`config.mk`:
```
export PLATFORM = sky130hd
export DESIGN_NAME = video_fetch
export DESIGN_NICKNAME = d
export VERILOG_FILES = /design/src/rtl/video_pkg.sv /design/src/rtl/video_raster.sv /design/src/rtl/video_fetch.sv
export SDC_FILE = /design/constraint.sdc
export NUM_CORES = 1
export LEC_CHECK = 0
export CAP_MARGIN = 10
export CORE_ASPECT_RATIO = 0.7
export CORE_MARGIN = 1.5
export CORE_UTILIZATION = 45
export DETAILED_ROUTE_END_ITERATION = 12
export GPL_TIMING_DRIVEN = 0
export PLACE_DENSITY = 0.72
export SYNTH_ARGS = -nofsm -noshare
export SYNTH_HDL_FRONTEND = slang
export SYNTH_HIERARCHICAL = 1
export SYNTH_SLANG_ARGS = --single-unit
```
`constraint.sdc`:
```
create_clock -name clk16 -period 1.7 [get_ports clk16]
set_input_delay 0.255 -clock clk16 [delete_from_list [all_inputs] [get_ports clk16]]
set_output_delay 0.255 -clock clk16 [all_outputs]
set_load 0.02 [all_outputs]
```
`src/rtl/video_pkg.sv`:
```
// -----------------------------------------------------------------------------
// video_pkg
// Shared constants and types for the 40x25 text video fetch path.
//   - Default raster timing (bus cycles per line, lines per frame, sync spans)
//   - Glyph height and the derived rom_addr line-field width
//   - ram_addr / rom_addr widths and the rom_addr bit-field layout
//   - Packed types for the character ROM address and the per-cycle raster flags
// -----------------------------------------------------------------------------
package video_pkg;

    // Default raster timing, in bus cycles (horizontal) and scan lines (vertical)
    localparam int DEF_H_ACTIVE     = 40;
    localparam int DEF_H_TOTAL      = 64;
    localparam int DEF_H_SYNC_START = 48;
    localparam int DEF_H_SYNC_LEN   = 4;
    localparam int DEF_V_ACTIVE     = 200;
    localparam int DEF_V_TOTAL      = 260;
    localparam int DEF_V_SYNC_START = 224;
    localparam int DEF_V_SYNC_LEN   = 4;

    // Scan lines per character row
    localparam int CHAR_ROWS = 8;
    localparam int LINE_BITS = $clog2(CHAR_ROWS);

    // Counter widths are sized from the default totals
    localparam int H_COUNT_W = $clog2(DEF_H_TOTAL);
    localparam int V_LINE_W  = $clog2(DEF_V_TOTAL);

    localparam int RAM_ADDR_W = 10;
    localparam int ROM_ADDR_W = 11;

    // rom_addr layout: {graphic, char_code[6:0], v_line[2:0]}
    localparam int ROM_LINE_LSB = 0;
    localparam int ROM_CODE_LSB = ROM_LINE_LSB + LINE_BITS;
    localparam int ROM_GFX_BIT  = ROM_CODE_LSB + 7;

    typedef struct packed {
        logic                 graphic;
        logic [6:0]           code;
        logic [LINE_BITS-1:0] line;
    } rom_addr_t;

    // Raster state of the character being fetched, pipelined with its pixels
    typedef struct packed {
        logic de;
        logic h_sync;
        logic v_sync;
    } raster_flags_t;

endpackage

```
`src/rtl/video_raster.sv`:
```
// -----------------------------------------------------------------------------
// video_raster
// Raster counters for the text display. Advances one character column per
// bus cycle and produces the video RAM address plus the display-enable and
// sync flags for the column currently being fetched.
//   clk16       in  system clock
//   reset_n     in  asynchronous active-low reset
//   advance     in  one-clock pulse per bus cycle (the RAM edge)
//   ram_addr    out row_base + h_count, valid until the next advance
//   v_line      out current scan line (its low bits select the glyph row)
//   next_flags  out de / h_sync / v_sync for the current (h_count, v_line)
// -----------------------------------------------------------------------------
module video_raster
    import video_pkg::*;
#(
    parameter int H_ACTIVE     = DEF_H_ACTIVE,
    parameter int H_TOTAL      = DEF_H_TOTAL,
    parameter int H_SYNC_START = DEF_H_SYNC_START,
    parameter int H_SYNC_LEN   = DEF_H_SYNC_LEN,
    parameter int V_ACTIVE     = DEF_V_ACTIVE,
    parameter int V_TOTAL      = DEF_V_TOTAL,
    parameter int V_SYNC_START = DEF_V_SYNC_START,
    parameter int V_SYNC_LEN   = DEF_V_SYNC_LEN
) (
    input  logic                  clk16,
    input  logic                  reset_n,
    input  logic                  advance,
    output logic [RAM_ADDR_W-1:0] ram_addr,
    output logic [V_LINE_W-1:0]   v_line,
    output raster_flags_t         next_flags
);

    localparam logic [H_COUNT_W-1:0]  H_LAST    = H_COUNT_W'(H_TOTAL - 1);
    localparam logic [H_COUNT_W-1:0]  H_ACT     = H_COUNT_W'(H_ACTIVE);
    localparam logic [H_COUNT_W-1:0]  HS_FIRST  = H_COUNT_W'(H_SYNC_START);
    localparam logic [H_COUNT_W-1:0]  HS_END    = H_COUNT_W'(H_SYNC_START + H_SYNC_LEN);
    localparam logic [V_LINE_W-1:0]   V_LAST    = V_LINE_W'(V_TOTAL - 1);
    localparam logic [V_LINE_W-1:0]   V_ACT     = V_LINE_W'(V_ACTIVE);
    localparam logic [V_LINE_W-1:0]   VS_FIRST  = V_LINE_W'(V_SYNC_START);
    localparam logic [V_LINE_W-1:0]   VS_END    = V_LINE_W'(V_SYNC_START + V_SYNC_LEN);
    localparam logic [LINE_BITS-1:0]  ROW_LAST  = LINE_BITS'(CHAR_ROWS - 1);
    localparam logic [RAM_ADDR_W-1:0] ROW_STEP  = RAM_ADDR_W'(H_ACTIVE);

    logic [H_COUNT_W-1:0]  h_count;
    logic [RAM_ADDR_W-1:0] row_base;

    always_ff @(posedge clk16 or negedge reset_n) begin
        if (!reset_n) begin
            h_count  <= '0;
            v_line   <= '0;
            row_base <= '0;
        end else if (advance) begin
            if (h_count == H_LAST) begin
                h_count <= '0;
                if (v_line == V_LAST) begin
                    v_line   <= '0;
                    row_base <= '0;
                end else begin
                    v_line <= v_line + 1'b1;
                    // Step to the next text row after its last glyph line;
                    // below the active area row_base is left parked.
                    if (v_line[LINE_BITS-1:0] == ROW_LAST && v_line < V_ACT)
                        row_base <= row_base + ROW_STEP;
                end
            end else begin
                h_count <= h_count + 1'b1;
            end
        end
    end

    // 10-bit sum wraps on its own; row_base never exceeds 1000 at defaults
    assign ram_addr = row_base + RAM_ADDR_W'(h_count);

    assign next_flags.de     = (h_count < H_ACT) && (v_line < V_ACT);
    assign next_flags.h_sync = (h_count >= HS_FIRST) && (h_count < HS_END);
    assign next_flags.v_sync = (v_line >= VS_FIRST) && (v_line < VS_END);

endmodule

```
`src/rtl/video_fetch.sv`:
```
// -----------------------------------------------------------------------------
// video_fetch
// Character fetch and pixel serializer for a 40x25 text display. Each 16-clock
// bus cycle fetches a character code from video RAM and a glyph byte from the
// character ROM, then shifts the previous cycle's glyph out one pixel per two
// clk16. Syncs ride the same one-cycle pipeline as display enable.
//   clk16            in  16 MHz system clock
//   reset_n          in  asynchronous active-low reset
//   clk8             in  clk16/2 phase; shifting happens while it is low
//   video_ram_strobe in  RAM read strobe, once per bus cycle
//   video_rom_strobe in  char ROM read strobe, two clocks after the RAM strobe
//   data_in          in  shared memory data bus
//   graphic          in  character set select (ROM A10)
//   ram_addr         out video RAM address (row_base + h_count)
//   rom_addr         out {graphic, char_code[6:0], v_line[2:0]}
//   pixel            out serial video, 1 = lit
//   h_sync, v_sync   out active-high syncs
// -----------------------------------------------------------------------------
module video_fetch
    import video_pkg::*;
#(
    parameter int H_ACTIVE     = DEF_H_ACTIVE,
    parameter int H_TOTAL      = DEF_H_TOTAL,
    parameter int H_SYNC_START = DEF_H_SYNC_START,
    parameter int H_SYNC_LEN   = DEF_H_SYNC_LEN,
    parameter int V_ACTIVE     = DEF_V_ACTIVE,
    parameter int V_TOTAL      = DEF_V_TOTAL,
    parameter int V_SYNC_START = DEF_V_SYNC_START,
    parameter int V_SYNC_LEN   = DEF_V_SYNC_LEN
) (
    input  logic                  clk16,
    input  logic                  reset_n,
    input  logic                  clk8,
    input  logic                  video_ram_strobe,
    input  logic                  video_rom_strobe,
    input  logic [7:0]            data_in,
    input  logic                  graphic,
    output logic [RAM_ADDR_W-1:0] ram_addr,
    output logic [ROM_ADDR_W-1:0] rom_addr,
    output logic                  pixel,
    output logic                  h_sync,
    output logic                  v_sync
);

    logic [V_LINE_W-1:0] v_line;
    raster_flags_t       next_flags;
    raster_flags_t       flags_q;
    rom_addr_t           rom_fields;
    logic [7:0]          char_code;
    logic [7:0]          glyph;
    logic [7:0]          shift_reg;

    video_raster #(
        .H_ACTIVE     (H_ACTIVE),
        .H_TOTAL      (H_TOTAL),
        .H_SYNC_START (H_SYNC_START),
        .H_SYNC_LEN   (H_SYNC_LEN),
        .V_ACTIVE     (V_ACTIVE),
        .V_TOTAL      (V_TOTAL),
        .V_SYNC_START (V_SYNC_START),
        .V_SYNC_LEN   (V_SYNC_LEN)
    ) u_raster (
        .clk16      (clk16),
        .reset_n    (reset_n),
        .advance    (video_ram_strobe),
        .ram_addr   (ram_addr),
        .v_line     (v_line),
        .next_flags (next_flags)
    );

    // NOTE: all storage here is plain flops on the async reset, so pixel and
    // syncs drop the instant reset_n falls rather than at the next edge.
    always_ff @(posedge clk16 or negedge reset_n) begin
        if (!reset_n) begin
            char_code <= '0;
            glyph     <= '0;
            shift_reg <= '0;
            flags_q   <= '0;
        end else if (video_ram_strobe) begin
            // NOTE: non-blocking assignment means char_code and flags_q on the
            // right-hand side still hold last cycle's values, which is exactly
            // the character whose glyph is loaded now.
            char_code <= data_in;
            shift_reg <= flags_q.de ? (glyph ^ {8{char_code[7]}}) : 8'h00;
            flags_q   <= next_flags;
        end else begin
            // A ROM strobe coinciding with the RAM strobe is dropped above
            if (video_rom_strobe)
                glyph <= data_in;
            if (!clk8)
                shift_reg <= {shift_reg[6:0], 1'b0};
        end
    end

    // Valid as soon as char_code is latched, well ahead of the ROM strobe
    assign rom_fields = '{graphic: graphic,
                          code:    char_code[6:0],
                          line:    v_line[LINE_BITS-1:0]};
    assign rom_addr   = rom_fields;

    // Blanked characters load 0x00, so the MSB is already forced dark
    assign pixel  = shift_reg[7];
    assign h_sync = flags_q.h_sync;
    assign v_sync = flags_q.v_sync;

endmodule

```
==> Word level (Yosys, flattened, before mapping) <==
Cells that the tools add are included.
{ "totals": {"reg_bits": 52, "n_memories": 0, "mem_bits_rw": 0, "elab_cells": 40, "out_inout_bits": 24, "rom_bits": 0, "in_bits": 14, "latch_bits": 0} }
{ "classes": {"multipliers": 0, "mux": 7, "order_cmp": 6, "n_addsub": 4, "bitwise": 2, "div_mod_pow": 0, "eq_ne": 4, "reduce_logical": 8, "n_shift": 0} }
{ "ops": {"columns": ["op", "count"], "rows": [
  ["$mux 8", 3],
  ["$mux 10", 2],
  ["$lt 9x8->1 const B", 2],
  ["$lt 6x6->1 const B", 2],
  ["$add 10x6->10", 1],
  ["$add 10x6->10 const B", 1],
  ["$add 9x1->9 const B", 1],
  ["$eq 9x9->1 const B", 1],
  ["$ge 9x8->1 const B", 1],
  ["$mux 9", 1],
  ["$xor 8x8->8", 1],
  ["$add 6x1->6 const B", 1],
  ["$eq 6x6->1 const B", 1],
  ["$ge 6x6->1 const B", 1],
  ["$mux 6", 1],
  ["$logic_and 1x1->1", 4],
  ["$reduce_and 2->1", 2],
  ["$eq 3x3->1 const B", 1],
  ["$reduce_and 3->1", 1],
  ["$ne 2x1->1 const B", 1],
  ["$reduce_bool 2->1", 1],
  ["$not 1->1", 1]
]} }

==> Depth between registers and ports, before layout <==
{ "logic_depth": {"word_depth": 4, "depth_mapped": 6, "depth_no_buf": 6} }

==> Cells and area by module <==
Netlist, hierarchy kept.
{ "by_module_without_submodules": {"columns": ["mod", "instances", "seq_area_each_um2", "area_each_um2", "cells_each"], "rows": [
  ["video_raster", 1, 550.5, 1363.8, 142],
  ["video_fetch", 1, 675.6, 1222.4, 85]
]} }

==> Least setup slack after synthesis <==
No wires, ideal clock.
{ "synth_timing": {"path_kind": "reg-to-reg", "start": "register u_raster.v_line[1]", "end": "register u_raster.row_base[5]", "setup_slack_ns": -0.185, "path_buffers": 0, "arrival_time_ns": 1.759, "required_ns": 1.574, "stages_incl_launch_ff": 7, "synth_period_minus_slack_ns": 1.885, "setup_ns": 0.126, "path_cell_list": "dfrtp_1 ha_1 ha_1 nand4_1 nor4_4 a21oi_2 a221o_1"} }
{ "synth_via": {"elab_chain_len": 4, "word_cells_on_any_way": 7, "cone_classes": "order compare (1); eq/ne (2); mux (1); reduce/logical (3)"} }
{ "synth_lines": {"columns": ["item", "line_no", "source"], "rows": [
  ["start: declaration", "video_raster.sv:29", "output logic [V_LINE_W-1:0] v_line,"],
  ["start signal: assignment", "video_raster.sv:59", "v_line <= v_line + 1'b1;"],
  ["$lt 9x8->1 or $eq 3x3->1 (tied branches)", "video_raster.sv:62", "if (v_line[LINE_BITS-1:0] == ROW_LAST && v_line < V_ACT)"],
  ["$logic_and 1x1->1", "video_raster.sv:62", null],
  ["$reduce_bool 2->1 (no source line)", null, null],
  ["$reduce_and 3->1 (no source line)", null, null],
  ["end signal: assignment", "video_raster.sv:63", "row_base <= row_base + ROW_STEP;"],
  ["end: declaration", "video_raster.sv:45", "logic [RAM_ADDR_W-1:0] row_base;"]
]} }
Several ways; a longest one is shown, not always the timed one.
A chain may end at the register's enable or synchronous reset.

==> Worst setup path in the final report <==
{ "layout_timing": {"start": "register u_raster.h_count[5]", "end": "output ram_addr[8]"} }
{ "layout_via": {"elab_chain_len": 1} }
{ "layout_lines": {"columns": ["item", "line_no", "source"], "rows": [
  ["start: declaration", "video_raster.sv:44", "logic [H_COUNT_W-1:0] h_count;"],
  ["start signal: assignment", "video_raster.sv:66", "h_count <= h_count + 1'b1;"],
  ["$add 10x6->10", "video_raster.sv:72", "assign ram_addr = row_base + RAM_ADDR_W'(h_count);"],
  ["end: declaration", "video_fetch.sv:38", "output logic [RAM_ADDR_W-1:0] ram_addr,"]
]} }
Every way passes these cells.

==> impl_metrics.tcl <==
set metrics [dict create \
    status "finished, violations left" \
    failed_checks "setup timing" \
    min_from "clk8" \
    path_clk_slew_ps 90 \
    place.gp.congestion 0.793 \
    crit_type "flop to primary output" \
    ff2ff_setup_slack_ps -60 \
    regMostFlops "u_raster/v_line" \
    power_mw 3.54 \
    die_area_um2 6220 \
    syn2layout_area_growth_pct 35.9 \
    grt_overflow 0 \
    drc 0 \
    p_per_area_nw_per_um2 1010 \
    final_hold_viol_count 0 \
    r2r_start "u_raster/v_line[5]" \
    pre_cts_slack_ps -745 \
    syn_area_um2 2590 \
    yosys_warnings 6 \
    syn-instance-count 227 \
    routed_via_density 5.28 \
    grt_max_degree 30 \
    portBuffers 35 \
    grt_usage_pct 19.0 \
    crit_required_ps 1440 \
    finish.utilization_pct 65.1 \
    clock-sinks 49 \
    synth_seq_cells 49 \
    maxCapViolCount 0 \
    dpl.hpwl_mm 3.65 \
    cts_inserted_buffers 5 \
    core_area_um2 5400 \
    dp_cells 335 \
    slew_violations 0 \
    end_kind "primary output" \
    grt_pass1_wl_mm 8.99 \
    clock-root-buffer "clkbuf_8" \
    reg2regPathDepth 4 \
    ys_seq_area_share_pct 47.4 \
    ir_drop_mv 0.469 \
    finalWorstPathRequiredPeriod_ps 2070 \
    rsz0062_at_grt "true" \
    cts_tree "built" \
    cts_buffer_depth 2 \
    synth_cell_types 41 \
    vias 1900 \
    syn_area_per_cell_um2 11.4 \
    start_util_pct 47.9 \
    crit_fanout 3 \
    cp_data_arrival_time_ps 1810 \
    async_flop_share_pct 100 \
    worstPathCellList "ha_4, nor2_2, a211oi_2, nor2b_4, xor2_4, buf_6" \
    rows 22 \
    nNetsFinal 310 \
    largest_reg_flops 9 \
    grt_pass1_vias 1788 \
    boundaryPins 38 \
    final_cells 360 \
    initialDrtViolationCount 79 \
    crit_path_start_kind "flop" \
    skew_ps 4.51 \
    final_common_cell "dfrtp_1" \
    layout_common_cells "37 x dfrtp_1, 30 x buf_4, 23 x clkdlybuf4s50_1, 14 x nand2_1, 13 x xnor2_1" \
    synth_edf_count 0 \
    htreeDepth 2 \
    cp_slowest_cell "dfrtp_2" \
    drive_above_1_share_pct 39.6 \
    clkLatencyLatePin_ps 310 \
    routed_wirelength_mm 5.32 \
    antenna_found_initial 0 \
    fin_crit_sh_pct 122 \
    regToRegEndpoint "u_raster/row_base[6]" \
    hold_depth 3 \
    p_leak_nw 1.55 \
    finalSetupViolCount 8 \
    timing.fmax_mhz 483 \
    synth_top_flop_cell "dfrtp_1" \
    die_h_um 66.4 \
    worst_slack_ps -370 \
    drtAntennaViolNets 0 \
    hold_end "shift_reg[0]" \
    drt-pass1-iter-count 4 \
    slowest_delay_ps 440 \
    synth_nets 250 \
    drt-wirelength-per-cell_um 14.8 \
    die_w_um 93.6 \
    holdCritPathClass "primary input to flop" \
    diodes 0 \
]
==> critical path: cells and delay by family, from the launching register on <==
kind | cells | cell delay [ps]
buf+inv | 1 | 130
fa+ha+maj | 1 | 280
flops | 1 | 440
simple gates | 2 | 280
xor+xnor | 1 | 150
compound gates | 1 | 240
==> synthesized netlist by cell type, types with 3 or more instances <==
master / count / area (um^2)
dfrtp_1: 49 / 1230
xnor2_1: 16 / 140
nand2_1: 15 / 56.3
mux2_2: 12 / 135
buf_4: 11 / 82.6
nand3_1: 10 / 50.1
ha_1: 9 / 113
o21ai_0: 9 / 45.0
mux2_4: 8 / 120
mux2i_1: 8 / 80.1
o22ai_1: 8 / 50.1
xor2_1: 8 / 70.1
nor3_1: 7 / 35.0
and3_1: 6 / 37.5
nor2_1: 6 / 22.5
a21oi_1: 5 / 25.0
clkbuf_1: 4 / 15.0
inv_1: 3 / 11.3
nor2b_1: 3 / 18.8
o31ai_1: 3 / 22.5
==> power by group <==
group | leakage, nW | switching [mW] | internal, mW
sequential | 0.595 | 0.179 | 1.35
combinational | 0.895 | 0.550 | 0.592
clock | 0.0574 | 0.394 | 0.478
==> how the worst max path moves through the flow <==
stage | from | endpoint | slack (ps) | depth (start not counted)
after floorplan | u_raster/v_line[1] | u_raster/row_base[5] | -160 | 6
after global placement | reset_n | u_raster/h_count[4] | -1260 | 1
after detailed placement | video_ram_strobe | u_raster/row_base[9] | -750 | 6
after CTS | u_raster/h_count[5] | ram_addr[8] | -340 | 6
after global routing | u_raster/h_count[5] | ram_addr[8] | -430 | 6
final | u_raster/h_count[5] | ram_addr[8] | -370 | 6
==> routing by layer <==
metal  vias up  GRT usage, %  share of wire, %
met5         -             0                 0
met4         0          4.48              0.83
met3         7          5.29               3.9
met2        33          28.1                44
met1       935          27.6                51
li1        925             -                 -
==> timing repair <==
action,CTS,global route
endpoints found under the hold margin,20,0
hold buffers,1,0
pin swaps,9,0
buffers inserted,16,2
endpoints found under the setup margin,23,18
resized for setup,65,12
==> per-stage QoR <==
| step | area [um^2] | hold slack [ps] | TNS [ps] |
|---|---|---|---|
| floorplan | 2670 | -40.6 | -598 |
| global placement | 3110 | 490 | -62950 |
| detailed placement | 3130 | 252 | -9900 |
| CTS | 3460 | 310 | -1290 |
| global route | 3510 | 346 | -2200 |
| finish | 3510 | 315 | -1410 |
==> area by class of cell <==
cell class	instances	area, um^2
Clock buffer	6	82.6
Tap cell	72	90.1
Multi-Input combinational cell	157	1450
Timing Repair Buffer	55	490
Sequential cell	49	1240
Buffer	16	111
Fill cell	428	1880
Clock inverter	2	37.5
Inverter	3	11.3
==> cells by family (layout without fill, tap and decap cells) <==
kind of cell	after synthesis	count (layout)	synth area share (%)
mux	28	28	13.0
xor+xnor	24	24	8.13
buf+inv	21	82	5.03
fa+ha+maj	9	9	4.35
flops	49	49	47.4
simple gates	57	57	11.7
other cells	1	1	0.145
compound gates	38	38	10.3
(Power assumes the default switching activity.)
